--- config.mk ---
export PLATFORM = sky130hd
export DESIGN_NAME = float_compare_reduce_flat
export DESIGN_NICKNAME = d
export VERILOG_FILES = /design/src/rtl/float_cmp_pkg.sv /design/src/rtl/float_compare_reduce_if.sv /design/src/rtl/float_cmp_core.sv /design/src/rtl/float_compare_reduce.sv /design/src/flat_wrapper.sv
export SDC_FILE = /design/constraint.sdc
export NUM_CORES = 1
export LEC_CHECK = 0
export CAP_MARGIN = 0
export CORE_MARGIN = 8
export CORE_UTILIZATION = 35
export CTS_CLUSTER_DIAMETER = 80
export DETAILED_ROUTE_END_ITERATION = 6
export PLACE_DENSITY = 0.66
export SYNTH_ARGS = -nofsm -noshare
export SYNTH_HDL_FRONTEND = slang
export SYNTH_SLANG_ARGS = --single-unit
--- constraint.sdc ---
create_clock -name clk -period 4.6 [get_ports clk]
set_clock_uncertainty 0.05 [all_clocks]
set_input_delay 0.92 -clock clk [delete_from_list [all_inputs] [get_ports clk]]
set_output_delay 0.92 -clock clk [all_outputs]
set_load 0.05 [all_outputs]
--- src/rtl/float_cmp_pkg.sv ---
// rtl/float_cmp_pkg.sv - op codes, FSM states and canonical qNaN helper for float_compare_reduce
package float_cmp_pkg;

   typedef enum logic [2:0] {
      OP_GT  = 3'd0,
      OP_GE  = 3'd1,
      OP_LT  = 3'd2,
      OP_LE  = 3'd3,
      OP_EQ  = 3'd4,
      OP_NE  = 3'd5,
      OP_MIN = 3'd6,
      OP_MAX = 3'd7
   } op_e;

   typedef enum logic [1:0] {
      ST_IDLE  = 2'd0,
      ST_ACC   = 2'd1,
      ST_DRAIN = 2'd2
   } state_e;

   // sign 0, exponent all-ones, mantissa MSB set; caller truncates to data_w
   function automatic logic [63:0] canon_qnan(input int data_w, input int exp_w);
      logic [63:0] r;
      r = ((64'd1 << exp_w) - 64'd1) << (data_w - exp_w - 1);
      r = r | (64'd1 << (data_w - exp_w - 2));
      return r;
   endfunction

endpackage

--- src/rtl/float_compare_reduce_if.sv ---
// rtl/float_compare_reduce_if.sv - handshake, config and data bundle of float_compare_reduce
interface float_compare_reduce_if #(
   parameter int DATA_W = 32,
   parameter int LEN_W  = 16
);
   logic              running;
   logic              run;
   logic              start;
   logic              done;
   logic [2:0]        op;
   logic [LEN_W-1:0]  length;
   logic [DATA_W-1:0] in0;
   logic [DATA_W-1:0] in1;
   logic [DATA_W-1:0] out0;
   logic [DATA_W-1:0] out1;
   logic [DATA_W-1:0] out2;

   modport master (
      output running, run, start, op, length, in0, in1,
      input  done, out0, out1, out2
   );

   modport slave (
      input  running, run, start, op, length, in0, in1,
      output done, out0, out1, out2
   );
endinterface

--- src/rtl/float_cmp_core.sv ---
// rtl/float_cmp_core.sv - combinational float classify and ordered less/equal compare of a against b
module float_cmp_core #(
   parameter int DATA_W = 32,
   parameter int EXP_W  = 8
) (
   input  logic [DATA_W-1:0] a,
   input  logic [DATA_W-1:0] b,
   output logic              a_nan,
   output logic              b_nan,
   output logic              lt,
   output logic              eq
);
   localparam int MAN_W = DATA_W - EXP_W - 1;

   logic a_zero, b_zero, mag_lt, mag_eq, ordered;

   assign a_nan   = (&a[DATA_W-2 -: EXP_W]) && (|a[MAN_W-1:0]);
   assign b_nan   = (&b[DATA_W-2 -: EXP_W]) && (|b[MAN_W-1:0]);
   assign a_zero  = ~|a[DATA_W-2:0];
   assign b_zero  = ~|b[DATA_W-2:0];
   assign mag_lt  = a[DATA_W-2:0] < b[DATA_W-2:0];
   assign mag_eq  = a[DATA_W-2:0] == b[DATA_W-2:0];
   assign ordered = !(a_nan || b_nan);

   always_comb begin
      lt = 1'b0;
      eq = 1'b0;
      if (a_zero && b_zero) begin
         eq = 1'b1;
      end else if (a[DATA_W-1] != b[DATA_W-1]) begin
         lt = a[DATA_W-1];
      end else if (a[DATA_W-1]) begin
         // both negative: larger magnitude is the smaller value
         lt = !mag_lt && !mag_eq;
         eq = mag_eq;
      end else begin
         lt = mag_lt;
         eq = mag_eq;
      end
      lt = lt && ordered;
      eq = eq && ordered;
   end
endmodule

--- src/rtl/float_compare_reduce.sv ---
// rtl/float_compare_reduce.sv - float compare/select pipeline with min/max reduction under FLOAT_CMP_REDUCE_EN
module float_compare_reduce
   import float_cmp_pkg::*;
#(
   parameter int DATA_W = 32,
   parameter int EXP_W  = 8,
   parameter int LEN_W  = 16
) (
   input  logic                 clk,
   input  logic                 rst,
   float_compare_reduce_if.slave bus
);
   localparam logic [DATA_W-1:0] QNAN = DATA_W'(canon_qnan(DATA_W, EXP_W));

   logic              e_a_nan, e_b_nan, e_lt, e_eq;
   logic [DATA_W-1:0] s1_a, s1_b;
   op_e               s1_op;
   logic              s1_a_nan, s1_b_nan, s1_lt, s1_eq;
   logic [DATA_W-1:0] res, out0_q;
   logic              any_nan, gt;
   logic              start_d1, done_q;

   float_cmp_core #(.DATA_W(DATA_W), .EXP_W(EXP_W)) u_elem (
      .a     (bus.in0),
      .b     (bus.in1),
      .a_nan (e_a_nan),
      .b_nan (e_b_nan),
      .lt    (e_lt),
      .eq    (e_eq)
   );

   always_ff @(posedge clk or posedge rst) begin
      if (rst) begin
         s1_a     <= '0;
         s1_b     <= '0;
         s1_op    <= OP_GT;
         s1_a_nan <= 1'b0;
         s1_b_nan <= 1'b0;
         s1_lt    <= 1'b0;
         s1_eq    <= 1'b0;
         start_d1 <= 1'b0;
      end else begin
         s1_a     <= bus.in0;
         s1_b     <= bus.in1;
         s1_op    <= op_e'(bus.op);
         s1_a_nan <= e_a_nan;
         s1_b_nan <= e_b_nan;
         s1_lt    <= e_lt;
         s1_eq    <= e_eq;
         start_d1 <= bus.start;
      end
   end

   always_comb begin
      res     = '0;
      any_nan = s1_a_nan || s1_b_nan;
      gt      = !s1_lt && !s1_eq && !any_nan;
      case (s1_op)
         OP_GT: res = {DATA_W{gt}};
         OP_GE: res = {DATA_W{!s1_lt && !any_nan}};
         OP_LT: res = {DATA_W{s1_lt}};
         OP_LE: res = {DATA_W{s1_lt || s1_eq}};
         OP_EQ: res = {DATA_W{s1_eq}};
         OP_NE: res = {DATA_W{!s1_eq}};
         OP_MIN, OP_MAX: begin
            if (s1_a_nan && s1_b_nan)  res = QNAN;
            else if (s1_a_nan)         res = s1_b;
            else if (s1_b_nan)         res = s1_a;
            else if (s1_op == OP_MIN)  res = (s1_lt || s1_eq) ? s1_a : s1_b;
            else                       res = (gt || s1_eq) ? s1_a : s1_b;
         end
         default: res = '0;
      endcase
   end

   always_ff @(posedge clk or posedge rst) begin
      if (rst) out0_q <= '0;
      else     out0_q <= res;
   end

   assign bus.out0 = out0_q;
   assign bus.done = done_q;

`ifdef FLOAT_CMP_REDUCE_EN
   state_e            state, state_nx;
   logic [LEN_W-1:0]  count, acc_idx;
   logic [DATA_W-1:0] acc, out1_q, out2_q;
   logic              acc_valid, red_en, restart, consume, latch;
   logic              s_nan, acc_nan, s_lt, s_eq, better, take;

   assign red_en = bus.length != '0;

   float_cmp_core #(.DATA_W(DATA_W), .EXP_W(EXP_W)) u_red (
      .a     (bus.in0),
      .b     (acc),
      .a_nan (s_nan),
      .b_nan (acc_nan),
      .lt    (s_lt),
      .eq    (s_eq)
   );

   // strict improvement only, so ties keep the earlier index
   assign better = (bus.op == OP_MAX) ? (!s_lt && !s_eq) : s_lt;
   assign take   = !s_nan && (!acc_valid || (better && !acc_nan));

   always_ff @(posedge clk or posedge rst) begin
      if (rst) state <= ST_IDLE;
      else     state <= state_nx;
   end

   always_comb begin
      state_nx = state;
      if (bus.run && red_en) begin
         state_nx = ST_ACC;
      end else begin
         case (state)
            ST_IDLE:  state_nx = ST_IDLE;
            ST_ACC:   if (bus.running && (count + LEN_W'(1) == bus.length)) state_nx = ST_DRAIN;
            ST_DRAIN: state_nx = ST_IDLE;
            default:  state_nx = ST_IDLE;
         endcase
      end
   end

   always_comb begin
      restart = bus.run && red_en;
      consume = (state == ST_ACC) && bus.running && !restart;
      latch   = (state == ST_DRAIN) && !restart;
   end

   always_ff @(posedge clk or posedge rst) begin
      if (rst) begin
         count     <= '0;
         acc       <= '0;
         acc_idx   <= '0;
         acc_valid <= 1'b0;
      end else if (restart) begin
         count     <= '0;
         acc       <= '0;
         acc_idx   <= '0;
         acc_valid <= 1'b0;
      end else if (consume) begin
         count <= count + LEN_W'(1);
         if (take) begin
            acc       <= bus.in0;
            acc_idx   <= count;
            acc_valid <= 1'b1;
         end
      end
   end

   always_ff @(posedge clk or posedge rst) begin
      if (rst) begin
         out1_q <= '0;
         out2_q <= '0;
         done_q <= 1'b0;
      end else begin
         done_q <= red_en ? latch : start_d1;
         if (latch) begin
            if (bus.op != OP_MIN && bus.op != OP_MAX) begin
               out1_q <= '0;
               out2_q <= '0;
            end else if (acc_valid) begin
               out1_q <= acc;
               out2_q <= DATA_W'(acc_idx);
            end else begin
               out1_q <= QNAN;
               out2_q <= DATA_W'({LEN_W{1'b1}});
            end
         end
      end
   end

   assign bus.out1 = out1_q;
   assign bus.out2 = out2_q;
`else
   logic unused_cfg;
   assign unused_cfg = bus.run ^ (|bus.length);

   always_ff @(posedge clk or posedge rst) begin
      if (rst) done_q <= 1'b0;
      else     done_q <= start_d1;
   end

   assign bus.out1 = '0;
   assign bus.out2 = '0;
`endif
endmodule
--- src/flat_wrapper.sv ---
// flat-port wrapper written by rule: the top's interface ports become plain ports
module float_compare_reduce_flat import float_cmp_pkg::*;
#(
   parameter int DATA_W = 32,
   parameter int EXP_W  = 8,
   parameter int LEN_W  = 16
)
  (clk, rst, bus_running, bus_run, bus_start, bus_op, bus_length, bus_in0, bus_in1, bus_done, bus_out0, bus_out1, bus_out2);
  float_compare_reduce_if #(.DATA_W(DATA_W), .LEN_W(LEN_W)) bus_i ();
  input  logic clk;
  input  logic rst;
  input wire logic [$bits(bus_i.running)-1:0] bus_running;
  input wire logic [$bits(bus_i.run)-1:0] bus_run;
  input wire logic [$bits(bus_i.start)-1:0] bus_start;
  input wire logic [$bits(bus_i.op)-1:0] bus_op;
  input wire logic [$bits(bus_i.length)-1:0] bus_length;
  input wire logic [$bits(bus_i.in0)-1:0] bus_in0;
  input wire logic [$bits(bus_i.in1)-1:0] bus_in1;
  output wire logic [$bits(bus_i.done)-1:0] bus_done;
  output wire logic [$bits(bus_i.out0)-1:0] bus_out0;
  output wire logic [$bits(bus_i.out1)-1:0] bus_out1;
  output wire logic [$bits(bus_i.out2)-1:0] bus_out2;
  assign bus_i.running = bus_running;
  assign bus_i.run = bus_run;
  assign bus_i.start = bus_start;
  assign bus_i.op = bus_op;
  assign bus_i.length = bus_length;
  assign bus_i.in0 = bus_in0;
  assign bus_i.in1 = bus_in1;
  assign bus_done = bus_i.done;
  assign bus_out0 = bus_i.out0;
  assign bus_out1 = bus_i.out1;
  assign bus_out2 = bus_i.out2;
  float_compare_reduce #(.DATA_W(DATA_W), .EXP_W(EXP_W), .LEN_W(LEN_W)) u_core (.clk(clk), .rst(rst), .bus(bus_i));
endmodule
======== Word level (Yosys, flattened, before mapping) ========
Cells that the tools add are included.
storage, ports and cells
  bits in registers ....................... 105
  input bits .............................. 88
  output and inout bits ................... 97
  logic and storage cells ................. 62
cells by class
  order comparisons ....................... 1
  equality and inequality tests ........... 9
  muxes and demuxes ....................... 12
  reductions and logical operators ........ 30
operators with widths
  kind                count
  $pmux 32 s7         1
  $mux 32             6
  $reduce_or 31->1    2
  $reduce_or 23->1    2
  $eq 31x31->1        1
  $lt 31x31->1        1
  $reduce_and 8->1    2
  $eq 3x3->1 const B  4
  $logic_and 1x1->1   10
  $logic_not 1->1     8
  $eq 3x2->1 const B  2
  $mux 1              5
  $logic_or 1x1->1    4
  $eq 3x1->1 const B  1
  $logic_not 3->1     1
  $reduce_or 2->1     1
  $ne 1x1->1          1

======== Longest topological paths before layout ========
Gate-level depths: netlist of run 1.
  depth in word-level cells ............... 10
  gate-level depth with buffers ........... 8
  gate-level depth less buffers ........... 8

======== By module ========
A second synthesis of run 1 with hierarchy kept.
second synthesis, totals
  cells, all modules ...................... 448
  area, all modules ....................... 5068.6 um^2
modules (own cells, without submodules)
  module                instances  cells each  area an instance (um^2)  sequential area each (um^2)
  float_compare_reduce  1          302         4003.8                   2627.5
  float_cmp_core        1          146         1064.8                   0.0

======== Least setup slack after synthesis of run 1 ========
Ideal clock, no wire load.
  kind .................................... input -> register
  start point ............................. input port bus_in1[30]
  end point ............................... register u_core.s1_lt
  library setup time ...................... 0.134 ns
  arrival time ............................ 2.277 ns
  required time ........................... 4.416 ns
  setup slack ............................. 2.139 ns
  cell stages on the path ................. 8
  path buffers ............................ 0
  path through ............................ inv_1 > ha_1 > nand4_1 > nor4_1 > nand3_1 > and2_1 > a22oi_1 > a221oi_1
on the way
  longest elaborated chain between the ends .. 7
  elaborated cells between the ends (all ways) .. 16
ends and longest elaborated chain
  what                                          line                                        RTL
  start: declaration                            flat_wrapper.sv:18                          input wire logic [$bits(bus_i.in1)-1:0] bus_in1;
  $lt 31x31->1 or $eq 31x31->1 (tied branches)  float_cmp_core.sv:21, float_cmp_core.sv:22
  $logic_not 1->1                               float_cmp_core.sv:34                        lt = !mag_lt && !mag_eq;
  $logic_and 1x1->1                             float_cmp_core.sv:34
  $mux 1                                        float_cmp_core.sv:32                        end else if (a[DATA_W-1]) begin
  $mux 1                                        float_cmp_core.sv:30                        end else if (a[DATA_W-1] != b[DATA_W-1]) begin
  $mux 1                                        float_cmp_core.sv:28                        if (a_zero && b_zero) begin
  $logic_and 1x1->1 *                           float_cmp_core.sv:40                        lt = lt && ordered;
  named net u_core.e_lt                         float_compare_reduce.sv:15                  logic e_a_nan, e_b_nan, e_lt, e_eq;
  end signal: assignment                        float_compare_reduce.sv:48                  s1_lt <= e_lt;
  end: declaration                              float_compare_reduce.sv:18                  logic s1_a_nan, s1_b_nan, s1_lt, s1_eq;
Mark *: on every way through the listed nets, which the timed path passes. The rest lies on a longest branch.

======== Final worst setup path of run 1 ========
  start point ............................. input port bus_in1[12]
  end point ............................... register u_core.s1_lt
The elaborated chain is that of the path after synthesis.

==> results of run 1 <==
state kept, by name (all words and copies together) (netlist names):
register,count
u_core.s1_lt,1
u_core.s1_b_nan,1
u_core.bus.done,1
u_core.start_d1,1
u_core.s1_a,32
u_core.bus.out0,32
u_core.s1_a_nan,1
u_core.s1_op,3
u_core.s1_b,32
u_core.s1_eq,1
per-stage QoR:
step / area (um2) / std cells / total power [uW]
after floorplan: 5040 / 480 / 1480
after global placement: 5780 / 693 / 1620
after detailed placement: 5780 / 693 / 1630
after CTS: 6060 / 709 / 2330
after global routing: 6060 / 709 / 2410
final: 6060 / 709 / 2310
cell type report:
type | instances | share of cell area
flip-flops and latches | 105 | 0.434
multi-input cells | 265 | 0.287
repair buffers | 106 | 0.174
clock buffers | 11 | 0.0401
well taps | 180 | 0.0372
inverters | 37 | 0.0233
clock inverters | 5 | 0.00475
how the worst max path moves through the flow:
stage	to	startpoint	cells past startpoint	slack, ns
after floorplan	u_core.bus.done	rst	1	0.87
after global placement	u_core.s1_lt	bus_in1[28]	9	1.28
after detailed placement	u_core.s1_lt	bus_in1[28]	9	1.21
after CTS	u_core.s1_lt	bus_in1[12]	9	1.55
after global routing	u_core.s1_lt	bus_in1[12]	9	1.38
final	u_core.s1_lt	bus_in1[12]	9	1.53
kinds of logic after synthesis:
group / Yosys count / share of synthesized area
compound gates: 69 / 0.0862
xor+xnor: 2 / 0.00364
fa+ha+maj: 31 / 0.0807
buf+inv: 110 / 0.141
flops: 105 / 0.547
mux: 32 / 0.0666
other cells: 1 / 0.000780
simple gates: 67 / 0.0747
synth_stat cells (2+ instances only):
cell type and number:
sky130_fd_sc_hd__dfrtp_1 105, sky130_fd_sc_hd__buf_4 64, sky130_fd_sc_hd__inv_1 37, sky130_fd_sc_hd__mux2i_1 32
sky130_fd_sc_hd__ha_1 31, sky130_fd_sc_hd__a21oi_1 20, sky130_fd_sc_hd__o21ai_1 20, sky130_fd_sc_hd__nor4_1 15
sky130_fd_sc_hd__nand2_1 13, sky130_fd_sc_hd__nand4_1 13, sky130_fd_sc_hd__o21ai_0 11, sky130_fd_sc_hd__nor2_1 9
sky130_fd_sc_hd__nor3_1 6, sky130_fd_sc_hd__clkbuf_1 5, sky130_fd_sc_hd__a211oi_1 3, sky130_fd_sc_hd__and2_1 3
sky130_fd_sc_hd__buf_6 3, sky130_fd_sc_hd__nand3_1 3, sky130_fd_sc_hd__nand2b_1 2, sky130_fd_sc_hd__o2111ai_1 2
sky130_fd_sc_hd__o211ai_1 2, sky130_fd_sc_hd__o21a_1 2, sky130_fd_sc_hd__o221ai_1 2
power by group through the flow:
stage / combinational [uW] / clock, uW / sequential [uW]
3_3_place_gp: 598 / 0 / 1030
4_1_cts: 608 / 714 / 1010
5_1_grt: 645 / 753 / 1020
3_5_place_dp: 606 / 0 / 1030
6_report: 606 / 698 / 1010
2_1_floorplan: 320 / 0 / 1160
per-layer routing:
layer,track usage,vias up
li1,-,1528
met2,0.219,132
met3,0.0425,21
met5,0,-
met1,0.151,1547
met4,0.0611,0
==> Implementation_results.wiki, run 1 <==
{| class="wikitable"
! Metric !! Value
|-
| Final core utilization || 0.443
|-
| Final estimated routing congestion in global placement || 0.834
|-
| Leakage power summed over all cells || 0.00279 uW
|-
| EDFF count, synth || 0
|-
| Switching power || 752 uW
|-
| First-pass GRT wire length || 18.4 mm
|-
| Accumulated negative setup slack || 0 ns
|-
| Number of nets in the finished design || 643
|-
| Type of origin of the critical path || primary input
|-
| CTS tree || done
|-
| WP data required || 4.78 ns
|-
| Uppermost layer routed || met4
|-
| Peak ir drop on the vdd network || 290 uV
|-
| Part of the total power dissipated in the clock network || 0.302
|-
| Number of cell instances on the worst register-to-register path || 7
|-
| Post-CTS setup buffer count || 0
|-
| Maximum count of clock buffers along a single path || 2
|-
| Std-Cell Rows || 43
|-
| Cells along the critical path || clkdlybuf4s50_1 > inv_1 > ha_1 > nand4_1 > nor3_1 > o221ai_1 > o2111ai_1 > a22oi_1 > a221oi_1
|-
| Largest net degree at the start of global routing || 80
|-
| Reg-to-reg critical path startpoint || u_core.s1_op[1]
|-
| TritonCTS buffer count || 9
|-
| Hold path cells || 0
|-
| Kind of cell adding the most delay to the critical path || compound AO/OA/AOI/OAI gates
|-
| Critical path arrival || 3.24 ns
|-
| Floorplan Core Area || 13700 um2
|-
| Number of distinct library cells after synthesis || 37
|-
| Overall Global Routing Usage || 0.132
|-
| Initial core utilization || 0.352
|-
| Flop-to-flop setup slack || 2.07 ns
|-
| Reg clk slew, reported paths || 0.07 ns
|-
| Cell accounting for the most synthesized area || sky130_fd_sc_hd__dfrtp_1
|-
| Detailed-route vias per instance || 4.55
|-
| Remaining antenna violation count || 0
|-
| Least-Margin Pin Slew || 0.961 ns
|-
| Capture point of the worst reg-to-reg path || u_core.bus.out0[22]
|-
| Peak clock frequency supported by timing || 326 MHz
|-
| Post-Route Hold Slack || 0.305 ns
|-
| Most frequent cells in the layout || sky130_fd_sc_hd__dfrtp_1 (105), sky130_fd_sc_hd__clkdlybuf4s50_1 (102), sky130_fd_sc_hd__conb_1 (64), sky130_fd_sc_hd__inv_1 (36), sky130_fd_sc_hd__mux2i_1 (32)
|-
| Internal power summed over all cells || 1560 uW
|-
| WP buf/inv || 2
|-
| Worst Setup Slack, final || 1.53 ns
|-
| Gate power share || 0.262
|-
| Flip-flop and latch count after synthesis || 105
|-
| Number of warning messages in the yosys log || 0
|-
| Number of buffers inserted by port buffering || 102
|-
| Top cell type's share of synthesized area || 0.547
|-
| Growth of design area from synthesis to finish || 26.0%
|-
| Most frequent standard cell in the layout excluding fill and tap cells || sky130_fd_sc_hd__dfrtp_1
|-
| Period minus WS final || 3.07 ns
|-
| Length of routed met3 wiring || 804 um
|-
| Overall die height || 133 um
|-
| Antenna violations before repair || 0
|-
| Sequential Power Share || 0.437
|-
| # setup viols final || 0
|-
| Fill cell instance count of the final layout || 1267
|-
| Quantity of hold-fixing buffers added after cts || 0
|-
| Status || complete, no violations
|-
| Post_cts resized || 0
|-
| End point of the most critical hold path || u_core.bus.done
|-
| Worst slack after detailed placement || 1.21 ns
|-
| Primary flip-flop cell chosen by synthesis mapping || sky130_fd_sc_hd__dfrtp_1
|-
| Crit Path Category || primary input to flip-flop
|-
| Cell count after synthesis || 417
|-
| Multi-input gate area || 1740 um2
|-
| Die Wd || 133 um
|-
| Library cell contributing the largest single delay on the critical path || sky130_fd_sc_hd__clkdlybuf4s50_1
|-
| Mean post-synth cell area || 11.5 um2
|-
| Clock net sink count || 105
|-
| Wl on met1 || 4.82 mm
|-
| Aggregate routed wire length || 11.6 mm
|-
| Number of DRC violations after detailed-routing iteration 0 || 193
|-
| Switch share || 0.325
|-
| CTS root buffer || sky130_fd_sc_hd__clkbuf_16
|-
| Final-report hold violation count || 0
|-
| First drt pass iteration count || 4
|-
| Normalized max-slew margin || 0.357
|-
| Max H-tree Level || 3
|-
| Total global routing overflow || 0
|-
| Number of pins with negative max-slew slack in the final report || 0
|-
| Sequential cell area fraction in the yosys report || 0.547
|-
| DR WL met2 || 5.69 mm
|-
| Via count of the first global-routing pass || 3619
|-
| Layout cells sized above 1 || 0.0435
|-
| Number of primary I/O pins || 185
|-
| DRC violation count after routing || 0
|-
| Mapped Area || 4810 um2
|-
| Setup repair after global routing missed its margin || false
|-
| Number of antenna repair diodes || 0
|-
| Combined flip-flop and latch cell area || 2630 um2
|-
| Worst min-delay path class || flip-flop to flip-flop
|-
| Routed wirelength normalized by instance count || 16.4 um
|-
| Proportion of synthesized flip-flops having asynchronous set or reset || 1.00
|-
| Final worst-path cycle share || 0.667
|-
| Critical path capture point type || flip-flop
|-
| Worst-path maximum fanout || 3
|-
| Crit path largest cell delay || 0.58 ns
|-
| Power density of the placed cells || 382 nW/um2
|-
| Hpwl dp || 9.07 mm
|-
| Die ar. || 17700 um2
|-
| Biggest area contributors in the synthesized netlist || sky130_fd_sc_hd__dfrtp_1 (55%), sky130_fd_sc_hd__buf_4 (10%), sky130_fd_sc_hd__ha_1 (8.1%)
|-
| Worst skew pair latency || 0.34 ns
|-
| Min-Delay Startpoint || u_core.start_d1
|-
| Number of maximum-capacitance violations || 0
|-
| Total number of vias || 3228
|}
Note: power is estimated with default switching activity, not from simulation.
==> run 2, diff against run 1 <==
- clock period: 4.6 -> 3.1 ns (I/O delays scaled with it)
==> Implementation_results.wiki, run 2 (synthesized netlist as in run 1, its figures left out) <==
{| class="wikitable"
! Metric !! Value
|-
| Final worst-path cycle share || 0.856
|-
| Number of DRC violations after detailed-routing iteration 0 || 133 (-31%)
|-
| Quantity of hold-fixing buffers added after cts || 0 (unchanged)
|-
| Maximum count of clock buffers along a single path || 2 (unchanged)
|-
| Std-Cell Rows || 43 (unchanged)
|-
| Growth of design area from synthesis to finish || 27.6%
|-
| Floorplan Core Area || 13700 um2 (unchanged)
|-
| Crit Path Category || primary input to flip-flop
|-
| Overall Global Routing Usage || 0.131 (-0.000171)
|-
| TritonCTS buffer count || 9 (unchanged)
|-
| DRC violation count after routing || 0 (unchanged)
|-
| Status || complete, no violations
|-
| Library cell contributing the largest single delay on the critical path || sky130_fd_sc_hd__clkdlybuf4s50_1
|-
| Normalized max-slew margin || 0.561 (+0.203)
|-
| Total global routing overflow || 0 (unchanged)
|-
| Worst min-delay path class || flip-flop to flip-flop
|-
| Worst skew pair latency || 0.34 ns (about the same)
|-
| Peak clock frequency supported by timing || 377 MHz
|-
| Setup repair after global routing missed its margin || false
|-
| Number of nets in the finished design || 645 (+0.31%)
|-
| CTS tree || done
|-
| Post-CTS setup buffer count || 0 (unchanged)
|-
| Total number of vias || 3205 (-0.71%)
|-
| Most frequent cells in the layout || sky130_fd_sc_hd__dfrtp_1 (105), sky130_fd_sc_hd__clkdlybuf4s50_1 (102), sky130_fd_sc_hd__conb_1 (64), sky130_fd_sc_hd__inv_1 (36), sky130_fd_sc_hd__mux2i_1 (32)
|-
| WP data required || 3.28 ns (-1.50 ns)
|-
| Detailed-route vias per instance || 4.51 (-0.99%)
|-
| Number of maximum-capacitance violations || 0 (unchanged)
|-
| # setup viols final || 0 (unchanged)
|-
| Reg clk slew, reported paths || 0.07 ns (about the same)
|-
| Critical path capture point type || flip-flop
|-
| Least-Margin Pin Slew || 0.658 ns (-0.304 ns)
|-
| Leakage power summed over all cells || 0.00281 uW (+0.86%)
|-
| Remaining antenna violation count || 0 (unchanged)
|-
| Peak ir drop on the vdd network || 332 uV (+14%)
|-
| Clock net sink count || 105 (unchanged)
|-
| Antenna violations before repair || 0 (unchanged)
|-
| Aggregate routed wire length || 11.5 mm (-1.5%)
|-
| Overall die height || 133 um (unchanged)
|-
| Flop-to-flop setup slack || 0.84 ns (-1.23 ns)
|-
| Die Wd || 133 um (unchanged)
|-
| Accumulated negative setup slack || 0 ns (unchanged)
|-
| Final estimated routing congestion in global placement || 0.843 (+1.1%)
|-
| Layout cells sized above 1 || 0.0490 (+0.00549)
|-
| WP buf/inv || 2 (unchanged)
|-
| Routed wirelength normalized by instance count || 16.1 um (-1.8%)
|-
| Type of origin of the critical path || primary input
|-
| Critical path arrival || 2.83 ns (-0.41 ns)
|-
| Die ar. || 17700 um2 (unchanged)
|-
| Via count of the first global-routing pass || 3717 (+2.7%)
|-
| Power density of the placed cells || 581 nW/um2 (+52%)
|-
| Most frequent standard cell in the layout excluding fill and tap cells || sky130_fd_sc_hd__dfrtp_1
|-
| Crit path largest cell delay || 0.56 ns (-0.02 ns)
|-
| Initial core utilization || 0.352 (unchanged)
|-
| Max H-tree Level || 3 (unchanged)
|-
| Worst-path maximum fanout || 3 (unchanged)
|-
| Cells along the critical path || clkdlybuf4s50_1 > inv_1 > ha_1 > nand4_1 > nor3_1 > o221ai_1 > o2111ai_1 > a22oi_1 > a221oi_1
|-
| Final-report hold violation count || 0 (unchanged)
|-
| CTS root buffer || sky130_fd_sc_hd__clkbuf_16
|-
| First drt pass iteration count || 4 (unchanged)
|-
| Largest net degree at the start of global routing || 56 (-30%)
|-
| First-pass GRT wire length || 18.7 mm (+1.3%)
|-
| Kind of cell adding the most delay to the critical path || compound AO/OA/AOI/OAI gates
|-
| Period minus WS final || 2.65 ns
|-
| Number of antenna repair diodes || 0 (unchanged)
|-
| Number of pins with negative max-slew slack in the final report || 0 (unchanged)
|-
| Post_cts resized || 0 (unchanged)
|-
| Number of buffers inserted by port buffering || 102 (unchanged)
|-
| Hpwl dp || 9.04 mm (-0.27%)
|-
| Post-Route Hold Slack || 0.299 ns (-0.00633 ns)
|-
| Number of primary I/O pins || 185 (unchanged)
|}
==> run 2: cell types whose count changed in the layout (fill, tap and decap cells not counted), sizes merged <==
cell	delta
buf	+2
clkinv	-3
inv	+2
clkbuf	-2
clkinvlp	+2
bufinv	+1
==> run 2: worst reg2reg max path, stage by stage, from the launching register on <==
cell and delay [ns]:
sky130_fd_sc_hd__dfrtp_1 0.44, sky130_fd_sc_hd__and3b_1 0.23, sky130_fd_sc_hd__nor3_2 0.13, sky130_fd_sc_hd__a211oi_2 0.09, sky130_fd_sc_hd__a21oi_4 0.45, sky130_fd_sc_hd__buf_12 0.28, sky130_fd_sc_hd__mux2i_1 0.33, sky130_fd_sc_hd__o21ai_0 0.13
==> run 2: layout make-up <==
type | instances | area, um2
Clock inverter | 7 | 83.8
Tap cell | 180 | 225
Clock buffer | 9 | 225
Multi-Input combinational cell | 265 | 1740
Inverter | 37 | 143
Fill cell | 1269 | 7530
Timing Repair Buffer | 108 | 1090
Sequential cell | 105 | 2630
==> run 2: power by group <==
| part | total (uW) | internal [uW] | switching [uW] |
|---|---|---|---|
| combinational | 909 | 293 | 616 |
| sequential | 1500 | 1470 | 30.7 |
| clock | 1150 | 642 | 513 |
| total | 3560 | 2400 | 1160 |
==> run 2: worst paths after layout <==
check | to | cells past startpoint | startpoint
worst max-delay path | u_core.s1_lt | 9 | bus_in1[12]
worst min-delay path | u_core.bus.done | 0 | u_core.start_d1
worst max register to register | u_core.bus.out0[19] | 7 | u_core.s1_op[1]
worst min register to register | u_core.bus.done | 0 | u_core.start_d1
max in group asynchronous | u_core.bus.out0[23] | 3 | rst
min in group asynchronous | u_core.start_d1 | 2 | rst
==> run 2: metal layers <==
| metal | vias to the layer above | wire length [um] | track usage |
|---|---|---|---|
| met5 | - | 0 | 0 |
| met1 | 1532 | 4910 | 0.154 |
| met3 | 15 | 731 | 0.0403 |
| li1 | 1533 | - | - |
| met2 | 125 | 5630 | 0.223 |
| met4 | 0 | 195 | 0.0462 |
==> run 2: stage by stage <==
step                      instances  cell area (um2)  setup slack (ns)  total power, uW  utilization
final                           711             6130             0.448             3560        0.449
after floorplan                 480             5050             0.939             2190            -
after global routing            711             6130             0.211             3720        0.449
after global placement          695             5830             0.117             2420        0.426
after detailed placement        695             5830            0.0979             2440        0.426
after CTS                       711             6130             0.442             3590        0.449
